$ cat config.mk
export PLATFORM = sky130hd
export DESIGN_NAME = tdot_drain_flat
export DESIGN_NICKNAME = d
export VERILOG_FILES = /design/src/rtl/tdot_drain_if.sv /design/src/rtl/tdot_drain.sv /design/src/flat_wrapper.sv
export SDC_FILE = /design/constraint.sdc
export NUM_CORES = 1
export LEC_CHECK = 0
export ABC_AREA = 0
export CELL_PAD_IN_SITES_DETAIL_PLACEMENT = 0
export CELL_PAD_IN_SITES_GLOBAL_PLACEMENT = 1
export CORE_MARGIN = 1
export CORE_UTILIZATION = 50
export CTS_BUF_LIST = sky130_fd_sc_hd__clkbuf_2 sky130_fd_sc_hd__clkbuf_4 sky130_fd_sc_hd__clkbuf_8
export DETAILED_ROUTE_END_ITERATION = 6
export PLACE_DENSITY_LB_ADDON = 0.1
export SYNTH_ARGS = -nofsm -noshare
export SYNTH_HDL_FRONTEND = slang
export SYNTH_SLANG_ARGS = --single-unit
$ cat constraint.sdc
create_clock -name clock -period 4.95 [get_ports clock]
set_input_delay 0.99 -clock clock [delete_from_list [all_inputs] [get_ports clock]]
set_output_delay 0.99 -clock clock [all_outputs]
set_load 0.01 [all_outputs]
$ cat src/rtl/tdot_drain_if.sv
// ---------------------------------------------------------------------------
// tdot_drain_if
// Bundles the signals between the drain stage and its neighbours: the issue
// handshake and dot-unit enable, the dot unit's five lane outputs, the
// 8-bit result stream, and read-only debug views of the drain's state.
//
// Modports
//   master : the drain stage (drives issue_ready, tdot_en, out_*, dbg_*)
//   slave  : the surroundings (issuer, dot unit, stream consumer)
//
// Handshake semantics (both directions): a transfer happens on a rising
// clock edge where valid and ready are both high. The stream holds out_data,
// out_lane and out_last stable while out_valid is high and out_ready is low.
// The issue side uses issue_ready (== tdot_en) as its ready.
// ---------------------------------------------------------------------------
interface tdot_drain_if #(
  parameter int W     = 8,
  parameter int LAT   = 5,
  parameter int DEPTH = 4
);
  localparam int CW = $clog2(DEPTH + 1);

  logic          issue_valid;
  logic          issue_ready;
  logic          tdot_en;
  logic [W-1:0]  res_v;
  logic [W-1:0]  res_w;
  logic [W-1:0]  res_x;
  logic [W-1:0]  res_y;
  logic [W-1:0]  res_z;
  logic          out_valid;
  logic          out_ready;
  logic [W-1:0]  out_data;
  logic [2:0]    out_lane;
  logic          out_last;
  logic [CW-1:0] dbg_count;
  logic [LAT-1:0] dbg_vld;

  modport master (
    input  issue_valid, res_v, res_w, res_x, res_y, res_z, out_ready,
    output issue_ready, tdot_en, out_valid, out_data, out_lane, out_last,
           dbg_count, dbg_vld
  );

  modport slave (
    output issue_valid, res_v, res_w, res_x, res_y, res_z, out_ready,
    input  issue_ready, tdot_en, out_valid, out_data, out_lane, out_last,
           dbg_count, dbg_vld
  );
endinterface

$ cat src/rtl/tdot_drain.sv
// ---------------------------------------------------------------------------
// tdot_drain
// Result drain for the 5-lane tensor-dot unit. A LAT-deep valid tracker
// follows issued operand sets through the dot unit; when a real result
// reaches the unit's outputs it is captured as one 5-lane entry in a
// DEPTH-entry FIFO, then serialized lane by lane (v,w,x,y,z = 0..4) onto a
// W-bit valid/ready stream. When a real result arrives while the FIFO is full
// the dot unit is frozen via tdot_en instead of losing the result.
//
// Ports
//   clock        : rising-edge clock
//   reset        : asynchronous active-low reset
//   bus (master) : issue handshake, dot-unit enable, lane inputs, output
//                  stream, debug views (dbg_count = FIFO occupancy,
//                  dbg_vld = valid tracker)
//
// LAT must be at least 2; DEPTH must be at least 2.
// ---------------------------------------------------------------------------
module tdot_drain #(
  parameter int W     = 8,
  parameter int LAT   = 5,
  parameter int DEPTH = 4
) (
  input logic          clock,
  input logic          reset,
  tdot_drain_if.master bus
);
  localparam int PW = (DEPTH > 1) ? $clog2(DEPTH) : 1;
  localparam int CW = $clog2(DEPTH + 1);
  localparam logic [PW-1:0] LAST_PTR  = PW'(DEPTH - 1);
  localparam logic [CW-1:0] FULL_CNT  = CW'(DEPTH);
  localparam logic [2:0]    LAST_LANE = 3'd4;

  logic [LAT-1:0] r_vld;
  logic [5*W-1:0] r_mem [DEPTH];
  logic [PW-1:0]  r_wptr;
  logic [PW-1:0]  r_rptr;
  logic [CW-1:0]  r_count;
  logic [2:0]     r_lane;

  logic           w_full;
  logic           w_empty;
  logic           w_en;
  logic           w_push;
  logic           w_beat;
  logic           w_pop;
  logic [5*W-1:0] w_head;
  logic [W-1:0]   w_lane_data;

  // full/empty come from the registered count only, so a pop on the same
  // edge never lets a push through while full.
  assign w_full  = (r_count == FULL_CNT);
  assign w_empty = (r_count == '0);

  // Only a real result facing a full FIFO stalls the pipe; bubbles keep
  // flowing so later valid tokens can advance toward the outputs.
  assign w_en   = ~(r_vld[LAT-1] & w_full);
  assign w_push = r_vld[LAT-1] & ~w_full;
  assign w_beat = ~w_empty & bus.out_ready;
  assign w_pop  = w_beat & (r_lane == LAST_LANE);

  // Valid tracker mirrors the dot unit's pipeline: it advances exactly when
  // the dot unit does, so r_vld[LAT-1] lines up with res_v..res_z.
  always_ff @(posedge clock or negedge reset) begin
    if (!reset) begin
      r_vld <= '0;
    end else if (w_en) begin
      r_vld <= {r_vld[LAT-2:0], bus.issue_valid & w_en};
    end
  end

  always_ff @(posedge clock or negedge reset) begin
    if (!reset) begin
      r_wptr  <= '0;
      r_rptr  <= '0;
      r_count <= '0;
      r_lane  <= '0;
    end else begin
      if (w_push) begin
        r_wptr <= (r_wptr == LAST_PTR) ? '0 : r_wptr + 1'b1;
      end
      if (w_pop) begin
        r_rptr <= (r_rptr == LAST_PTR) ? '0 : r_rptr + 1'b1;
      end
      if (w_push && !w_pop) begin
        r_count <= r_count + 1'b1;
      end else if (!w_push && w_pop) begin
        r_count <= r_count - 1'b1;
      end
      if (w_beat) begin
        r_lane <= (r_lane == LAST_LANE) ? 3'd0 : r_lane + 3'd1;
      end
    end
  end

  // Storage needs no reset: entries are only read when count says so.
  always_ff @(posedge clock) begin
    if (w_push) begin
      r_mem[r_wptr] <= {bus.res_z, bus.res_y, bus.res_x, bus.res_w, bus.res_v};
    end
  end

  assign w_head = r_mem[r_rptr];

  // Empty head reads as zero so the stream is quiet after reset.
  always_comb begin
    w_lane_data = '0;
    if (!w_empty) begin
      case (r_lane)
        3'd0:    w_lane_data = w_head[0*W +: W];
        3'd1:    w_lane_data = w_head[1*W +: W];
        3'd2:    w_lane_data = w_head[2*W +: W];
        3'd3:    w_lane_data = w_head[3*W +: W];
        3'd4:    w_lane_data = w_head[4*W +: W];
        default: w_lane_data = '0;
      endcase
    end
  end

  assign bus.tdot_en     = w_en;
  assign bus.issue_ready = w_en;
  assign bus.out_valid   = ~w_empty;
  assign bus.out_data    = w_lane_data;
  assign bus.out_lane    = r_lane;
  assign bus.out_last    = (r_lane == LAST_LANE);
  assign bus.dbg_count   = r_count;
  assign bus.dbg_vld     = r_vld;
endmodule
$ cat src/flat_wrapper.sv
// flat-port wrapper written by rule: the top's interface ports become plain ports
module tdot_drain_flat 
#(
  parameter int W     = 8,
  parameter int LAT   = 5,
  parameter int DEPTH = 4
)
  (clock, reset, bus_issue_valid, bus_res_v, bus_res_w, bus_res_x, bus_res_y, bus_res_z, bus_out_ready, bus_issue_ready, bus_tdot_en, bus_out_valid, bus_out_data, bus_out_lane, bus_out_last, bus_dbg_count, bus_dbg_vld);
  tdot_drain_if #(.W(W), .LAT(LAT), .DEPTH(DEPTH)) bus_i ();
  input logic clock;
  input logic reset;
  input wire logic [$bits(bus_i.issue_valid)-1:0] bus_issue_valid;
  input wire logic [$bits(bus_i.res_v)-1:0] bus_res_v;
  input wire logic [$bits(bus_i.res_w)-1:0] bus_res_w;
  input wire logic [$bits(bus_i.res_x)-1:0] bus_res_x;
  input wire logic [$bits(bus_i.res_y)-1:0] bus_res_y;
  input wire logic [$bits(bus_i.res_z)-1:0] bus_res_z;
  input wire logic [$bits(bus_i.out_ready)-1:0] bus_out_ready;
  output wire logic [$bits(bus_i.issue_ready)-1:0] bus_issue_ready;
  output wire logic [$bits(bus_i.tdot_en)-1:0] bus_tdot_en;
  output wire logic [$bits(bus_i.out_valid)-1:0] bus_out_valid;
  output wire logic [$bits(bus_i.out_data)-1:0] bus_out_data;
  output wire logic [$bits(bus_i.out_lane)-1:0] bus_out_lane;
  output wire logic [$bits(bus_i.out_last)-1:0] bus_out_last;
  output wire logic [$bits(bus_i.dbg_count)-1:0] bus_dbg_count;
  output wire logic [$bits(bus_i.dbg_vld)-1:0] bus_dbg_vld;
  assign bus_i.issue_valid = bus_issue_valid;
  assign bus_i.res_v = bus_res_v;
  assign bus_i.res_w = bus_res_w;
  assign bus_i.res_x = bus_res_x;
  assign bus_i.res_y = bus_res_y;
  assign bus_i.res_z = bus_res_z;
  assign bus_i.out_ready = bus_out_ready;
  assign bus_issue_ready = bus_i.issue_ready;
  assign bus_tdot_en = bus_i.tdot_en;
  assign bus_out_valid = bus_i.out_valid;
  assign bus_out_data = bus_i.out_data;
  assign bus_out_lane = bus_i.out_lane;
  assign bus_out_last = bus_i.out_last;
  assign bus_dbg_count = bus_i.dbg_count;
  assign bus_dbg_vld = bus_i.dbg_vld;
  tdot_drain #(.W(W), .LAT(LAT), .DEPTH(DEPTH)) u_core (.clock(clock), .reset(reset), .bus(bus_i));
endmodule
==> results.toml <==
[worst_setup_path]
cp_num_buf_inv = 1
critPathMaxFanout = 32
crit_chain = "nand3b_1, o22ai_1, a211oi_1, a21oi_1, clkdlybuf4s50_1"
cp.required_ns = 3.96
worstSetupPathType = "flop to output pin"
slowest_delay_ns = 1.00
end_kind = "output pin"
arrival_ns = 3.19
crit_family = "flip-flops"
slowest_stage = "dfrtp_2"
cp-start-kind = "flop"

[placed_design]
io_buffers = 66
placed_area_um2 = 7739
dp.cells = 580
place_hpwl_um = 7607
gp_congestion = 0.6941

[power]
p_sw_mw = 1.528
powerDensity_nw_per_um2 = 595.3
seq_power_share_pct = 48.3
clkPwrFrac_pct = 17.7
power.internal_mw = 3.275
ir_worst_vdd_mv = 0.5206
total_power_mw = 4.803
leakage_nw = 2.686
netSwitchingFraction_pct = 31.81
comb_power_share_pct = 34.0

[sta]
fmax_mhz = 239.4
fin_setup_tns_ns = 0
slew_headroom_pct = 27.11
tightest_slew_ns = 1.093
whs_ns = 0.4964
slew_viol_final = 0
finalClockSkew_ns = 0.01025
grt_setup_unrepaired = "no"
setup_viol = 0
finalCritPeriodShare_pct = 84.38
hold_viol = 0
fin_crit_ns = 4.177

[routing]
drt.antenna.violating_nets = 0
first_pass_iters = 4
drtIter0Drc = 238
vias = 3369
drcViolationCount = 0
wl_per_cell_um = 20.24
wl_um = 12340
vias_per_cell = 5.523

[layout]
final_cell_mix = "edfxtp_1 (160), clkdlybuf4s50_1 (66), mux2i_1 (32)"
antenna_cells = 0
nNetsFinal = 479
syn2layout_area_growth_pct = 16.89
layout.cells.non_filler = 610
mostFrequentLayoutCell = "edfxtp_1"
final_area_um2 = 8069
final_layout_size_suffix_gt1_share_pct = 17.05
fillers = 1018

[clock_network]
clk_latency_ns = 0.45
hold_buffers = 0
cts_buffers = 17
cts.sinks = 175
cts_tree = "done"
h-tree-depth = 4
cts-root-buf = "clkbuf_8"
clk_path_buf_depth = 2
cts_setup_buffers = 0
cts_resized = 0
cts.clk_slew.worst_paths_ns = 0.08

[logic_synthesis]
ys_seq_elements = 175
synth_area_per_cell_um2 = 19.78
async_flop_share_pct = 8.571
synth_cell_types = 38
synthFlopType = "edfxtp_1"
synth_edf_count = 160
syn_inst = 349
yosysWarningCount = 0
syn_nets = 405
synth.cell_area_um2 = 6903
seq_area_frac_synth_pct = 75.04

[run_status]
status = "completed"

[grt]
antenna_found_initial = 0
grt_pass1_vias = 3495
grt_pass1_wl_um = 19550
grtUsageTotal_pct = 18.97
grt_max_degree = 41
grt.overflow.total = 0

[floorplanning]
pin_count = 67
row_count = 42
core_area_um2 = 13350
start_util_pct = 51.72
die_w_um = 119.5
die_area_um2 = 14280
die_h_um = 119.5

[job]
max-cap-violations = 0

[min_path]
min-delay-path-class = "flop to flop"
metrics by stage:
step | util (%) | worst slack [ns]
after floorplan | - | 2.193
after global placement | 57.98 | 1.266
after detailed placement | 57.98 | 1.196
after CTS | 60.45 | 0.7215
after global routing | 60.45 | 0.4990
final | 60.45 | 0.7730
layer usage:
| layer | share of wire, % | track usage (%) |
|---|---|---|
| met5 | 0 | 0 |
| met4 | 1.3 | 8.047 |
| met3 | 4.1 | 3.850 |
| met2 | 50 | 29.41 |
| met1 | 45 | 26.38 |
flip-flops by register name (all words and copies together), names as in the netlist:
| name | cells |
|---|---|
| u_core.bus.dbg_count | 3 |
| u_core.r_mem | 160 |
| u_core.bus.dbg_vld | 5 |
| u_core.bus.out_lane | 3 |
| u_core.r_rptr | 2 |
| u_core.r_wptr | 2 |
synthesized netlist by cell type (2+ instances only):
cell type	number	share of area (%)
buf_1	2	0.11
buf_2	4	0.29
clkbuf_1	2	0.11
inv_1	8	0.44
buf_4	6	0.65
a22oi_1	7	0.76
nand2_1	4	0.22
a21oi_1	8	0.58
nor2b_1	2	0.18
ha_1	11	2.0
mux2i_1	32	4.6
a211oi_1	8	0.87
nand3b_1	2	0.22
o22ai_1	15	1.4
mux2_2	8	1.3
nor2_1	5	0.27
mux4_2	24	7.8
or3b_1	2	0.25
o21ai_0	2	0.15
buf_6	2	0.33
xor2_1	2	0.25
and2_1	4	0.36
dfrtp_1	15	5.4
edfxtp_1	160	70
final timing paths:
| check | start | endpoint | slack, ns | cells past startpoint |
|---|---|---|---|---|
| max in group asynchronous | reset | u_core.r_rptr[1] | 3.51 | 1 |
| setup / recovery | u_core.r_rptr[0] | bus_out_data[5] | 0.77 | 5 |
| hold / removal | u_core.bus.dbg_vld[3] | u_core.bus.dbg_vld[4] | 0.50 | 1 |
| min in group asynchronous | reset | u_core.bus.out_lane[2] | 0.96 | 1 |
| hold reg to reg | u_core.bus.dbg_vld[3] | u_core.bus.dbg_vld[4] | 0.50 | 1 |
| setup reg to reg | u_core.bus.dbg_count[0] | u_core.r_mem[1][4] | 2.51 | 3 |
cell type report:
class / count / area (um^2) / share of cell area [%]
clock inverters: 10 / 73.82 / 0.9149
clock buffers: 20 / 256.5 / 3.179
inverters: 9 / 33.78 / 0.4187
well taps: 176 / 220.2 / 2.729
flip-flops and latches: 175 / 5182 / 64.23
repair buffers: 71 / 710.7 / 8.808
multi-input cells: 149 / 1592 / 19.72
power groups by stage:
stage                     Sequential (mW)  Combinational (mW)  Clock, mW
final                                2.32                1.64      0.850
after global routing                 2.37                1.78      0.928
after CTS                            2.33                1.67      0.869
after detailed placement             2.36                1.66          0
after global placement               2.35                1.65          0
after floorplan                      2.23                1.13          0
logic make-up (layout without fill, tap and decap cells):
group                      count (synthesis)  count (layout)  share of synthesized area (%)
AOI/OAI and AO/OA                         46              46                          4.532
buffers and inverters                     25             110                          1.976
adders and majority gates                 12              12                          2.284
DFF                                      175             175                          75.04
and+or+nand+nor                           24              24                          2.012
muxes                                     64              64                          13.78
xor gates and xnor gates                   3               3                         0.3807
Note: power is estimated with default switching activity, not from simulation.
